**src/rtl/frame_pkg.sv**
```systemverilog
// Shared framing definitions for the header-inserting and header-stripping stages.
// Holds the default frame layout, the parser state encoding and the error-counter width.
package frame_pkg;

    // Default frame layout; both ends of the link must agree on these.
    localparam int unsigned DATA_BEATS_DEF = 129;
    localparam int unsigned META_BEATS_DEF = 3;
    localparam int unsigned SEQ_BEATS_DEF  = 2;

    localparam int unsigned ERR_CNT_W = 16;

    // Parser states.
    localparam int unsigned STATE_W = 2;
    localparam logic [STATE_W-1:0] S_DATA = 2'd0;
    localparam logic [STATE_W-1:0] S_META = 2'd1;
    localparam logic [STATE_W-1:0] S_SEQ  = 2'd2;

    // Largest of three beat counts, used to size the shared beat counter.
    function automatic int unsigned max3(input int unsigned a, input int unsigned b,
                                         input int unsigned c);
        int unsigned m;
        m = a;
        if (b > m) m = b;
        if (c > m) m = c;
        return m;
    endfunction

endpackage

```
**src/rtl/axis_out_reg.sv**
```systemverilog
// Single-entry AXI-Stream output register carrying data and tlast.
// Ports:
//   clk, rst_n                 clock, asynchronous active-low reset
//   in_valid_i/in_data_i/in_last_i/in_ready_o   upstream beat and ready
//   out_valid_o/out_data_o/out_last_o/out_ready_i downstream beat and ready
module axis_out_reg #(
    parameter int unsigned DW = 128
) (
    input  logic          clk,
    input  logic          rst_n,
    input  logic          in_valid_i,
    input  logic [DW-1:0] in_data_i,
    input  logic          in_last_i,
    output logic          in_ready_o,
    output logic          out_valid_o,
    output logic [DW-1:0] out_data_o,
    output logic          out_last_o,
    input  logic          out_ready_i
);

    logic          valid_q, valid_d;
    logic [DW-1:0] data_q,  data_d;
    logic          last_q,  last_d;

    // Accept whenever the slot is empty or being drained this cycle.
    assign in_ready_o = !valid_q || out_ready_i;

    // Next-state: load on accept, otherwise drain; data/last hold while stalled.
    always_comb begin
        valid_d = valid_q;
        data_d  = data_q;
        last_d  = last_q;
        if (in_valid_i && in_ready_o) begin
            valid_d = 1'b1;
            data_d  = in_data_i;
            last_d  = in_last_i;
        end else if (out_ready_i) begin
            valid_d = 1'b0;
        end
    end

    always_ff @(posedge clk or negedge rst_n) begin
        if (!rst_n) begin
            valid_q <= 1'b0;
            data_q  <= '0;
            last_q  <= 1'b0;
        end else begin
            valid_q <= valid_d;
            data_q  <= data_d;
            last_q  <= last_d;
        end
    end

    assign out_valid_o = valid_q;
    assign out_data_o  = data_q;
    assign out_last_o  = last_q;

endmodule

```
**src/rtl/frame_header_stripper.sv**
```systemverilog
// Receive-side frame parser: forwards data beats with tlast/tkeep, captures the
// metadata block and sequence value as sideband, and flags sequence faults.
// Optional feature: define FRAME_SEQ_CHECK_EN to also check frame-to-frame
// sequence continuity (previous + 1, first frame after reset exempt).
// Ports:
//   clk, resetn                               clock, asynchronous active-low reset
//   axis_in_tdata/tvalid/tready               framed input stream
//   axis_out_tdata/tvalid/tready/tlast/tkeep  data-only output stream
//   meta_tdata, meta_valid                    captured metadata block and completion pulse
//   seq_value, seq_valid, seq_error           frame sequence, completion and fault pulses
//   err_count                                 saturating sequence-fault count
module frame_header_stripper
    import frame_pkg::*;
#(
    parameter int unsigned DW         = 128,
    parameter int unsigned DATA_BEATS = DATA_BEATS_DEF,
    parameter int unsigned META_BEATS = META_BEATS_DEF,
    parameter int unsigned SEQ_BEATS  = SEQ_BEATS_DEF,
    parameter int unsigned SEQ_W      = 32
) (
    input  logic                     clk,
    input  logic                     resetn,
    input  logic [DW-1:0]            axis_in_tdata,
    input  logic                     axis_in_tvalid,
    output logic                     axis_in_tready,
    output logic [DW-1:0]            axis_out_tdata,
    output logic                     axis_out_tvalid,
    input  logic                     axis_out_tready,
    output logic                     axis_out_tlast,
    output logic [DW/8-1:0]          axis_out_tkeep,
    output logic [META_BEATS*DW-1:0] meta_tdata,
    output logic                     meta_valid,
    output logic [SEQ_W-1:0]         seq_value,
    output logic                     seq_valid,
    output logic                     seq_error,
    output logic [ERR_CNT_W-1:0]     err_count
);

    localparam int unsigned MAX_BEATS = max3(DATA_BEATS, META_BEATS, SEQ_BEATS);
    localparam int unsigned CNT_W     = (MAX_BEATS > 1) ? $clog2(MAX_BEATS) : 1;
    localparam int unsigned MW        = META_BEATS * DW;
    localparam int unsigned KW        = DW / 8;

    logic [STATE_W-1:0]   state_q,      state_d;
    logic [CNT_W-1:0]     beat_cnt_q,   beat_cnt_d;
    logic [MW-1:0]        meta_q,       meta_d;
    logic                 meta_valid_q, meta_valid_d;
    logic [SEQ_W-1:0]     seq_first_q,  seq_first_d;
    logic                 mismatch_q,   mismatch_d;
    logic [SEQ_W-1:0]     seq_value_q,  seq_value_d;
    logic                 seq_valid_q,  seq_valid_d;
    logic                 seq_error_q,  seq_error_d;
    logic [ERR_CNT_W-1:0] err_cnt_q,    err_cnt_d;

    logic             out_in_ready;
    logic             in_fire;
    logic             last_beat;
    logic [SEQ_W-1:0] in_seq;
    logic [SEQ_W-1:0] frame_seq;
    logic             cont_fault;
    logic             fault;

    assign in_seq = axis_in_tdata[SEQ_W-1:0];

    // Output back-pressure only gates data beats; header beats always drain.
    assign axis_in_tready = resetn && ((state_q == S_DATA) ? out_in_ready : 1'b1);
    assign in_fire        = axis_in_tvalid && axis_in_tready;

    // Last beat of the current section.
    always_comb begin
        last_beat = 1'b0;
        case (state_q)
            S_DATA:  last_beat = (beat_cnt_q == CNT_W'(DATA_BEATS - 1));
            S_META:  last_beat = (beat_cnt_q == CNT_W'(META_BEATS - 1));
            default: last_beat = (beat_cnt_q == CNT_W'(SEQ_BEATS - 1));
        endcase
    end

    // The frame sequence is always the first seq beat, even when it is also the last.
    assign frame_seq = (beat_cnt_q == '0) ? in_seq : seq_first_q;

`ifdef FRAME_SEQ_CHECK_EN
    logic [SEQ_W-1:0] exp_q, exp_d;
    logic             first_frame_q, first_frame_d;

    assign cont_fault = !first_frame_q && (frame_seq != exp_q);

    // Expected value resynchronises to whatever arrived, so one gap gives one fault.
    always_comb begin
        exp_d         = exp_q;
        first_frame_d = first_frame_q;
        if (in_fire && (state_q == S_SEQ) && last_beat) begin
            exp_d         = frame_seq + SEQ_W'(1);
            first_frame_d = 1'b0;
        end
    end

    always_ff @(posedge clk or negedge resetn) begin
        if (!resetn) begin
            exp_q         <= '0;
            first_frame_q <= 1'b1;
        end else begin
            exp_q         <= exp_d;
            first_frame_q <= first_frame_d;
        end
    end
`else
    assign cont_fault = 1'b0;
`endif

    // Next-state: section FSM, metadata capture and sequence checking.
    always_comb begin
        state_d      = state_q;
        beat_cnt_d   = beat_cnt_q;
        meta_d       = meta_q;
        meta_valid_d = 1'b0;
        seq_first_d  = seq_first_q;
        mismatch_d   = mismatch_q;
        seq_value_d  = seq_value_q;
        seq_valid_d  = 1'b0;
        seq_error_d  = 1'b0;
        err_cnt_d    = err_cnt_q;
        fault        = 1'b0;

        if (in_fire) begin
            if (last_beat) begin
                beat_cnt_d = '0;
                case (state_q)
                    S_DATA:  state_d = S_META;
                    S_META:  state_d = S_SEQ;
                    default: state_d = S_DATA;
                endcase
            end else begin
                beat_cnt_d = beat_cnt_q + CNT_W'(1);
            end

            if (state_q == S_META) begin
                for (int unsigned k = 0; k < META_BEATS; k++) begin
                    if (beat_cnt_q == CNT_W'(k)) begin
                        meta_d[k*DW +: DW] = axis_in_tdata;
                    end
                end
                meta_valid_d = last_beat;
            end

            if (state_q == S_SEQ) begin
                if (beat_cnt_q == '0) begin
                    seq_first_d = in_seq;
                    mismatch_d  = 1'b0;
                end else if (in_seq != seq_first_q) begin
                    mismatch_d = 1'b1;
                end
                if (last_beat) begin
                    fault       = mismatch_d || cont_fault;
                    seq_value_d = frame_seq;
                    seq_valid_d = 1'b1;
                    seq_error_d = fault;
                    mismatch_d  = 1'b0;
                    if (fault && (err_cnt_q != '1)) begin
                        err_cnt_d = err_cnt_q + ERR_CNT_W'(1);
                    end
                end
            end
        end
    end

    always_ff @(posedge clk or negedge resetn) begin
        if (!resetn) begin
            state_q      <= S_DATA;
            beat_cnt_q   <= '0;
            meta_q       <= '0;
            meta_valid_q <= 1'b0;
            seq_first_q  <= '0;
            mismatch_q   <= 1'b0;
            seq_value_q  <= '0;
            seq_valid_q  <= 1'b0;
            seq_error_q  <= 1'b0;
            err_cnt_q    <= '0;
        end else begin
            state_q      <= state_d;
            beat_cnt_q   <= beat_cnt_d;
            meta_q       <= meta_d;
            meta_valid_q <= meta_valid_d;
            seq_first_q  <= seq_first_d;
            mismatch_q   <= mismatch_d;
            seq_value_q  <= seq_value_d;
            seq_valid_q  <= seq_valid_d;
            seq_error_q  <= seq_error_d;
            err_cnt_q    <= err_cnt_d;
        end
    end

    axis_out_reg #(
        .DW (DW)
    ) u_out_reg (
        .clk         (clk),
        .rst_n       (resetn),
        .in_valid_i  (axis_in_tvalid && (state_q == S_DATA)),
        .in_data_i   (axis_in_tdata),
        .in_last_i   (beat_cnt_q == CNT_W'(DATA_BEATS - 1)),
        .in_ready_o  (out_in_ready),
        .out_valid_o (axis_out_tvalid),
        .out_data_o  (axis_out_tdata),
        .out_last_o  (axis_out_tlast),
        .out_ready_i (axis_out_tready)
    );

    assign axis_out_tkeep = {KW{axis_out_tvalid}};
    assign meta_tdata     = meta_q;
    assign meta_valid     = meta_valid_q;
    assign seq_value      = seq_value_q;
    assign seq_valid      = seq_valid_q;
    assign seq_error      = seq_error_q;
    assign err_count      = err_cnt_q;

endmodule

```
**config.mk**
```make
export PLATFORM = sky130hd
export DESIGN_NAME = frame_header_stripper
export DESIGN_NICKNAME = d
export VERILOG_FILES = /design/src/rtl/frame_pkg.sv /design/src/rtl/axis_out_reg.sv /design/src/rtl/frame_header_stripper.sv
export SDC_FILE = /design/constraint.sdc
export NUM_CORES = 1
export LEC_CHECK = 0
export CAP_MARGIN = 10
export CORE_AREA = 2 2 279 281
export CTS_CLUSTER_SIZE = 20
export DETAILED_ROUTE_END_ITERATION = 10
export DIE_AREA = 0 0 281 283
export SYNTH_ARGS = -nofsm -noshare
export SYNTH_HDL_FRONTEND = slang
export SYNTH_SLANG_ARGS = --single-unit
```
**constraint.sdc**
```tcl
create_clock -name clk -period 2.8 [get_ports clk]
set_clock_uncertainty 0.15 [all_clocks]
set_input_delay 0.42 -clock clk [delete_from_list [all_inputs] [get_ports clk]]
set_output_delay 0.42 -clock clk [all_outputs]
set_load 0.005 [all_outputs]
```
---- Yosys cells after proc, flatten, opt, wreduce, memory -nomap -nowiden ----
Cells that the tools add are included.
Widths: inputs -> output; s select.
storage, ports and cells
  register bits ........................... 608
  output and inout port bits .............. 582
  input bits .............................. 132
  logic and storage cells ................. 61
cells by class
  reductions and logical operators ........ 17
  $add $sub $neg .......................... 2
  muxes and demuxes ....................... 20
  eq/ne operators ......................... 7
operators with widths
  cell                   number
  $mux 32                1
  $ne 32x32->1           1
  $add 16x1->16 const B  1
  $mux 1                 16
  $ne 16x16->1 const B   1
  $reduce_and 3->1       4
  $add 8x1->8 const B    1
  $eq 8x1->1 const B     1
  $eq 8x2->1 const B     1
  $eq 8x8->1 const B     1
  $logic_not 8->1        1
  $mux 8                 1
  $logic_and 1x1->1      5
  $pmux 2 s2             1
  $reduce_and 2->1       2
  $reduce_and 4->1       1
  $eq 2x1->1 const B     1
  $eq 2x2->1 const B     1
  $logic_not 2->1        1
  $pmux 1 s2             1
  $reduce_bool 2->1      1
  $logic_not 1->1        1
  $logic_or 1x1->1       1

---- Depth between registers and ports, before layout ----
Gate-level depths: netlist of the first run.
  depth in word-level cells ............... 9
  mapped depth ............................ 9
  depth with buffers taken out ............ 8

---- Modules after synthesis ----
Synthesis of the first run repeated with hierarchy kept, for this count alone.
unflattened totals
  cell total of the unflattened synthesis .. 1544
  area, all modules ....................... 24294.6 um^2
by module, submodules not included
  module                 seq. area each (um^2)  instances  area an instance (um^2)  cells each
  frame_header_stripper  11961.5                1          19032.0                  1268
  axis_out_reg           3253.1                 1          5262.5                   276

---- Least setup slack after synthesis of the first run ----
OpenSTA, ideal clock, no wires.
  path kind ............................... reg-to-reg
  start ................................... register beat_cnt_q[5]
  end ..................................... register meta_q[100] (netlist: meta_tdata[100])
  data arrival time ....................... 2.125 ns
  data required time ...................... 2.525 ns
  period minus slack after synthesis ...... 2.400 ns
  cell stages (with the launch flop) ...... 7
  setup slack ............................. 0.400 ns
  library setup time ...................... 0.125 ns
  path buffers ............................ 2
  cell sequence ........................... dfrtp_1 -> or4_4 -> nor4b_1 -> and2_1 -> buf_2 -> buf_2 -> mux2_2
between the ends
  cells in the longest elaborated chain, start to end .. 2
RTL lines
  element                     line                          RTL
  from (decl)                 frame_header_stripper.sv:45   logic [CNT_W-1:0] beat_cnt_q, beat_cnt_d;
  from (signal assigned)      frame_header_stripper.sv:181  beat_cnt_q <= beat_cnt_d;
  $logic_not 8->1             frame_header_stripper.sv:139  if (beat_cnt_q == CNT_W'(k)) begin
  $reduce_and 3->1 (no line)  n/a
  to (signal assigned)        frame_header_stripper.sv:182  meta_q <= meta_d;
  to (decl)                   frame_header_stripper.sv:46   logic [MW-1:0] meta_q, meta_d;
No other way between the ends.
A chain may end at the register's enable or synchronous reset.

---- Final worst setup path of the first run ----
  start ................................... register beat_cnt_q[2]
  end ..................................... register err_cnt_q[11] (netlist: err_count[11])
between the ends
  cells in the longest elaborated chain, start to end .. 6
  elaborated cells on any way between the ends .. 10
  classes of those cells .................. eq/ne: 3; mux: 4; reduce/logical: 3
RTL lines
  element                       line                          RTL
  $logic_not 8->1               frame_header_stripper.sv:147  if (beat_cnt_q == '0) begin
  $mux 1                        frame_header_stripper.sv:147
  $mux 1                        frame_header_stripper.sv:146  if (state_q == S_SEQ) begin
  $mux 1                        frame_header_stripper.sv:125  if (in_fire) begin
  $logic_and 1x1->1             frame_header_stripper.sv:159  if (fault && (err_cnt_q != '1)) begin
  $reduce_and 4->1 (no line) *  n/a
  to (signal assigned)          frame_header_stripper.sv:189  err_cnt_q <= err_cnt_d;
  to (decl)                     frame_header_stripper.sv:53   logic [ERR_CNT_W-1:0] err_cnt_q, err_cnt_d;
Mark *: on every way between the ends. The rest lies on a longest branch, timed or not. The select of a mux whose other input is x is not followed.

==> impl_metrics.csv, run 1 <==
group,metric,value,unit
die,core_area,0.0767,mm^2
timing,setup_tns,0,ns
setup_path,cp-start-kind,"flop",
run,max_cap_violations,0,
logic_synthesis,synth_seq_cells,608,
grt,via_count_of_the_first_global_routing_pass,16500,
logic_synthesis,yosys_warnings,0,
setup_path,worstSetupPathType,"reg2reg",
cells_and_area,synthToLayoutAreaGrowth,47.2,%
logic_synthesis,ys_types,40,
timing,time_the_worst_path_needs_with_i_o_delays_and_setup,2.68,ns
power_and_ir_drop,power_density,584,mW/mm^2
timing,max_slew_margin,38.0,%
placement,io_buffers,713,
cts,tritoncts,"done",
cts,htree_num_levels,3,
worst_hold_path,min-delay-path-class,"in2async",
timing,max_slew.worst_pin.slew,0.931,ns
grt,grt_pass1_wl,109,mm
die,initial_utilization,30.8,%
cts,cts_inserted_buffers,69,
logic_synthesis,synth_seq_area_share,64.3,%
setup_path,r2r_end,"err_count[11]",
cts,cts_max_path_buffers,3,
die,die_w,281,um
logic_synthesis,synth-async-reset-ratio,100,%
placement,placed_cells,3251,
setup_path,timing.critical_path.arrival,2.99,ns
placement,detailed_place_hpwl,53.0,mm
timing,unrepaired_setup_endpoints_after_global_routing,"false",
logic_synthesis,post_synth_inst_count,1508,
logic_synthesis,nets_in_the_synthesized_netlist,1645,
setup_path,required_time_reported_for_the_critical_path_endpoint,3.11,ns
setup_path,cp_cell_sequence,"or4_4, nor4b_4, nand2b_2, nor4_4, nand4_1, xnor2_1",
die,die_ar,0.0795,mm^2
setup_path,critical_path_endpoint_category,"flop",
drt,drt_pass1_iterations,4,
timing,timing.final.crit_share,95.7,%
setup_path,crit_fanout,6,
logic_synthesis,ys.flop_type,"sky130_fd_sc_hd__dfrtp_1",
setup_path,crit_path_start,"beat_cnt_q[2]",
cts,latest_clock_arrival_within_the_worst_skew_pair,0.59,ns
cts,worst_setup_hold_path_clk_slew,0.06,ns
logic_synthesis,number_of_enable_flip_flop_cells_after_synthesis,0,
drt,drt_first_iter_violations,532,
die,fp.dieH,283,um
drt,drt_wl_total,72.7,mm
drt,wire_per_inst,21.5,um
grt,grt_antenna_before_repair,2,
drt,vias_per_cell,4.59,
setup_path,cpMaxStageDelayCell,"sky130_fd_sc_hd__or4_4",
power_and_ir_drop,p_leak,15.8,nW
cts,clk_root_buffer_cell,"sky130_fd_sc_hd__clkbuf_16",
cells_and_area,fillerInstances,6798,
timing,maxSlewViolCount,0,
setup_path,timing.critical_path.slowest_cell_delay,0.58,ns
die,design.portCount,714,
grt,gr-total-overflow,0,
drt,vias,15500,
power_and_ir_drop,peak_supply_drop,0.376,mV
timing,finalHoldViolations,0,
drt,route.antenna.remaining_nets,0,
setup_path,r2r_slack,0.12,ns
setup_path,timing.reg2reg.worst_path_depth,6,
logic_synthesis,synth_top_cell_area_share,64.3,%
timing,fmax,373,MHz
cells_and_area,layout_common_cells,"sky130_fd_sc_hd__clkdlybuf4s50_1, sky130_fd_sc_hd__dfrtp_1, sky130_fd_sc_hd__mux2_2, sky130_fd_sc_hd__clkbuf_16, sky130_fd_sc_hd__buf_4",
logic_synthesis,post_synth_main_area_contributors,"sky130_fd_sc_hd__dfrtp_1, sky130_fd_sc_hd__mux2_2, sky130_fd_sc_hd__xnor2_1, sky130_fd_sc_hd__mux2i_1, sky130_fd_sc_hd__buf_4",
cts,cts.sink_count,608,
cells_and_area,layout_commonest_cell,"sky130_fd_sc_hd__clkdlybuf4s50_1",
timing,setup_viol_count_final,0,
cells_and_area,final_cell_count_no_fill,3376,
logic_synthesis,mappedNetlistArea,0.0237,mm^2
grt,largest_net_degree_at_the_start_of_global_routing,162,
cells_and_area,final_nets,2421,
drt,drc,0,
logic_synthesis,synth_top_cell_by_area,"sky130_fd_sc_hd__dfrtp_1",
run_status,result_of_the_run,"finished clean",
placement,gp_routability_congestion,0.812,
setup_path,startpoint_of_the_worst_register_to_register_path,"beat_cnt_q[2]",
logic_synthesis,syn_area_per_cell,15.7,um^2
grt,global_route.usage.total,18.1,%
die,fp-row-count,102,
cells_and_area,post_route_cells_drive_above_1_share,31.1,%
-- state kept, by name, summed over array words and instances (netlist names) --
| name | cells |
|---|---|
| beat_cnt_q | 8 |
| err_count | 16 |
| meta_tdata | 384 |
| meta_valid | 1 |
| mismatch_q | 1 |
| seq_error | 1 |
| seq_first_q | 32 |
| seq_valid | 1 |
| seq_value | 32 |
| state_q | 2 |
| u_out_reg.out_data_o | 128 |
| u_out_reg.out_last_o | 1 |
| u_out_reg.out_valid_o | 1 |
-- Yosys cell counts (3+ instances only) --
library cell	count
sky130_fd_sc_hd__dfrtp_1	608
sky130_fd_sc_hd__buf_1	4
sky130_fd_sc_hd__xnor2_1	48
sky130_fd_sc_hd__and3_1	4
sky130_fd_sc_hd__nand2_1	49
sky130_fd_sc_hd__xor2_1	4
sky130_fd_sc_hd__buf_4	40
sky130_fd_sc_hd__nor3b_1	3
sky130_fd_sc_hd__clkbuf_1	25
sky130_fd_sc_hd__mux2_1	26
sky130_fd_sc_hd__nand4_1	16
sky130_fd_sc_hd__nor3_1	5
sky130_fd_sc_hd__nand3b_1	3
sky130_fd_sc_hd__ha_1	5
sky130_fd_sc_hd__inv_1	3
sky130_fd_sc_hd__o21ai_0	35
sky130_fd_sc_hd__nor2_1	11
sky130_fd_sc_hd__mux2i_1	32
sky130_fd_sc_hd__mux2_2	521
sky130_fd_sc_hd__buf_2	22
sky130_fd_sc_hd__nand3_1	19
-- metal layers --
layer	wire [um]	GRT usage, %
met2	37400	31.7
met1	27600	20.6
met5	0	0
met3	4610	4.77
met4	3080	8.30
-- metrics by stage --
stage	util (%)	cell area [um^2]	hold WS, ns	power, W	worst slack, ns
detailed placement	42.4	32500	0.0837	0.0115	-0.000139
CTS	45.4	34800	0.0646	0.0207	0.0592
floorplan	-	23700	-0.0256	0.0101	0.400
finish	45.4	34800	0.114	0.0203	0.120
global route	45.4	34800	0.0963	0.0212	0.0407
global placement	42.4	32500	0.0806	0.0114	-0.0329
-- area by class of cell --
cell class,instances,area [um^2],share of cell area (%)
antenna,3,7.51,0.0216
clock buffer,100,2070,5.93
clock inverter,20,211,0.607
inverter,3,11.3,0.0323
multi-input combinational,805,7940,22.8
sequential,608,15200,43.7
tap,1040,1300,3.74
timing repair buffer,797,8070,23.2
-- report_power, final --
group	switching [W]	internal (W)	leakage, nW
Combinational	0.000900	0.00111	6.45
Sequential	0.000190	0.00909	8.20
Clock	0.00364	0.00540	1.13
-- worst max path at each step --
stage / cells past startpoint / endpoint
CTS: 5 / meta_tdata[325]
detailed placement: 6 / meta_tdata[332]
global placement: 7 / err_count[1]
global route: 6 / err_count[11]
floorplan: 6 / meta_tdata[100]
finish: 6 / err_count[11]
-- logic make-up (layout without fill, tap and decap cells) --
group | after synthesis | in the layout | synth area share, %
AO/OA/AOI/OAI | 42 | 42 | 0.941
XOR/XNOR | 52 | 52 | 1.93
adder cells (fa/ha/maj) | 5 | 5 | 0.264
buffers and inverters | 95 | 920 | 2.29
flip-flops | 608 | 608 | 64.3
multiplexers | 579 | 579 | 27.4
other | 0 | 3 | 0
AND/OR/NAND/NOR | 127 | 127 | 2.88
-- what timing repair did --
item,4_1_cts,5_1_grt
setup endpoints to repair,0,22
buffers inserted,0,1
endpoints found under the hold margin,260,0
resized for setup,0,1
hold buffers,1,0
-- critical path, delay by kind of cell, from the launching register on --
family | cells | cell delay, ns
AND/OR/NAND/NOR | 5 | 1.80
XOR/XNOR | 1 | 0.16
flip-flops | 1 | 0.44
Power figures use the tool's default switching activity.
==> inputs of run 2 (changes only) <==
--- a/config.mk
+++ b/config.mk
@@ -10,6 +10,7 @@
 export CTS_CLUSTER_SIZE = 20
 export DETAILED_ROUTE_END_ITERATION = 10
 export DIE_AREA = 0 0 281 283
+export SKIP_CTS_REPAIR_TIMING = 1
 export SYNTH_ARGS = -nofsm -noshare
 export SYNTH_HDL_FRONTEND = slang
 export SYNTH_SLANG_ARGS = --single-unit
==> run 2 against run 1 <==
Compared with the run above: total power hardly changed; combinational power hardly changed; non-clock buffer count stayed put; flip-flop and latch count stayed put; routed wire length hardly changed; critical endpoint unchanged; largest cell class unchanged; largest power group unchanged.
==> impl_metrics.csv, run 2 (same netlist as run 1, synthesis figures left out) <==
group,metric,value,unit
cts,clk_root_buffer_cell,"sky130_fd_sc_hd__clkbuf_16",
setup_path,timing.reg2reg.worst_path_depth,6,
cells_and_area,final_nets,2421,
timing,setup_tns,0,ns
placement,gp_routability_congestion,0.812,
die,die_ar,0.0795,mm^2
cts,htree_num_levels,3,
placement,detailed_place_hpwl,53.0,mm
cells_and_area,post_route_cells_drive_above_1_share,31.1,%
setup_path,cp_cell_sequence,"or4_4, nor4b_4, nand2b_2, nor4_4, nand4_1, xnor2_1",
worst_hold_path,min-delay-path-class,"in2async",
cts,cts_max_path_buffers,3,
timing,fmax,374,MHz
setup_path,critical_path_endpoint_category,"flop",
timing,unrepaired_setup_endpoints_after_global_routing,"false",
drt,vias_per_cell,4.59,
cts,cts_inserted_buffers,69,
timing,worst_slack,0.128,ns
die,fp.dieH,283,um
power_and_ir_drop,peak_supply_drop,0.375,mV
placement,io_buffers,713,
cells_and_area,layout_common_cells,"sky130_fd_sc_hd__clkdlybuf4s50_1, sky130_fd_sc_hd__dfrtp_1, sky130_fd_sc_hd__mux2_2, sky130_fd_sc_hd__clkbuf_16, sky130_fd_sc_hd__buf_4",
drt,drt_pass1_iterations,4,
timing,setup_viol_count_final,0,
setup_path,r2r_end,"err_count[11]",
drt,drt_first_iter_violations,579,
cells_and_area,fillerInstances,6798,
cts,cts.sink_count,608,
timing,maxSlewViolCount,0,
cells_and_area,largest_reg_flops,384,
timing,timing.final.crit_share,95.4,%
grt,grt_pass1_wl,109,mm
setup_path,crit_fanout,6,
die,design.portCount,714,
timing,max_slew.worst_pin.slew,0.940,ns
cts,latest_clock_arrival_within_the_worst_skew_pair,0.59,ns
die,core_area,0.0767,mm^2
setup_path,r2r_slack,0.13,ns
cells_and_area,synthToLayoutAreaGrowth,47.2,%
run_status,result_of_the_run,"finished clean",
die,fp-row-count,102,
setup_path,cp-endpoint,"err_count[11]",
die,die_w,281,um
grt,largest_net_degree_at_the_start_of_global_routing,162,
drt,drt_wl_total,72.7,mm
drt,drc,0,
timing,time_the_worst_path_needs_with_i_o_delays_and_setup,2.67,ns
grt,grt_antenna_before_repair,2,
cts,worst_setup_hold_path_clk_slew,0.06,ns
setup_path,startpoint_of_the_worst_register_to_register_path,"beat_cnt_q[2]",
grt,gr-total-overflow,0,
setup_path,cp-start-kind,"flop",
cells_and_area,area.sequential,0.0152,mm^2
cells_and_area,multi_input_area,0.00794,mm^2
cts,tritoncts,"done",
setup_path,required_time_reported_for_the_critical_path_endpoint,3.11,ns
timing,finalHoldViolations,0,
drt,vias,15500,
placement,placement.setup.worst_slack,-0.000139,ns
setup_path,worstSetupPathType,"reg2reg",
drt,route.antenna.remaining_nets,0,
grt,global_route.usage.total,18.1,%
run,max_cap_violations,0,
setup_path,timing.critical_path.arrival,2.98,ns
die,initial_utilization,30.8,%
cells_and_area,layout_commonest_cell,"sky130_fd_sc_hd__clkdlybuf4s50_1",
setup_path,crit_path_start,"beat_cnt_q[2]",
power_and_ir_drop,power_density,584,mW/mm^2
drt,wire_per_inst,21.5,um
timing,max_slew_margin,37.3,%
grt,via_count_of_the_first_global_routing_pass,16500,
setup_path,cpMaxStageDelayCell,"sky130_fd_sc_hd__or4_4",
setup_path,timing.critical_path.slowest_cell_delay,0.58,ns
power_and_ir_drop,p_leak,15.8,nW
## run 2: cell counts in the layout (fill, tap and decap cells not counted)
No cell type changed its count.
## run 2: through the flow
step	std cells	cell area, um^2	utilization (%)	hold slack (ns)	total power, W
global placement	3251	32500	42.4	0.0806	0.0114
floorplan	1508	23700	-	-0.0256	0.0101
CTS	3371	34800	45.4	-0.574	0.0207
detailed placement	3251	32500	42.4	0.0837	0.0115
finish	3376	34800	45.4	0.111	0.0203
global route	3375	34800	45.4	0.0956	0.0212
## run 2: how the worst min path moves through the flow
stage	to	slack [ns]	cells past startpoint
after floorplan	beat_cnt_q[0]	-0.03	0
after global placement	state_q[0]	0.08	1
after detailed placement	state_q[0]	0.08	1
after CTS	state_q[1]	-0.57	1
after global routing	state_q[0]	0.1	2
final	state_q[1]	0.11	2
## run 2: where the power goes
part | switching [W] | total [W] | internal [W]
sequential | 0.000191 | 0.00928 | 0.00909
clock | 0.00364 | 0.00904 | 0.00540
combinational | 0.000898 | 0.00201 | 0.00111
## run 2: area by class of cell
class | count | area share [%]
Clock inverter | 20 | 0.607
Multi-Input combinational cell | 805 | 22.8
Antenna cell | 3 | 0.0216
Timing Repair Buffer | 797 | 23.2
Sequential cell | 608 | 43.7
Clock buffer | 100 | 5.93
Inverter | 3 | 0.0323
Tap cell | 1040 | 3.74
## run 2: per-layer routing
layer  routed length [um]  GRT usage (%)
met3                 4480           4.77
met5                    0              0
met4                 3100           8.30
met1                27800           20.6
met2                37400           31.7
## run 2: critical path, delay by kind of cell (launching register included)
kind / cells / cell delay, ns
AND/OR/NAND/NOR: 5 / 1.80
XOR/XNOR: 1 / 0.16
flip-flops: 1 / 0.44
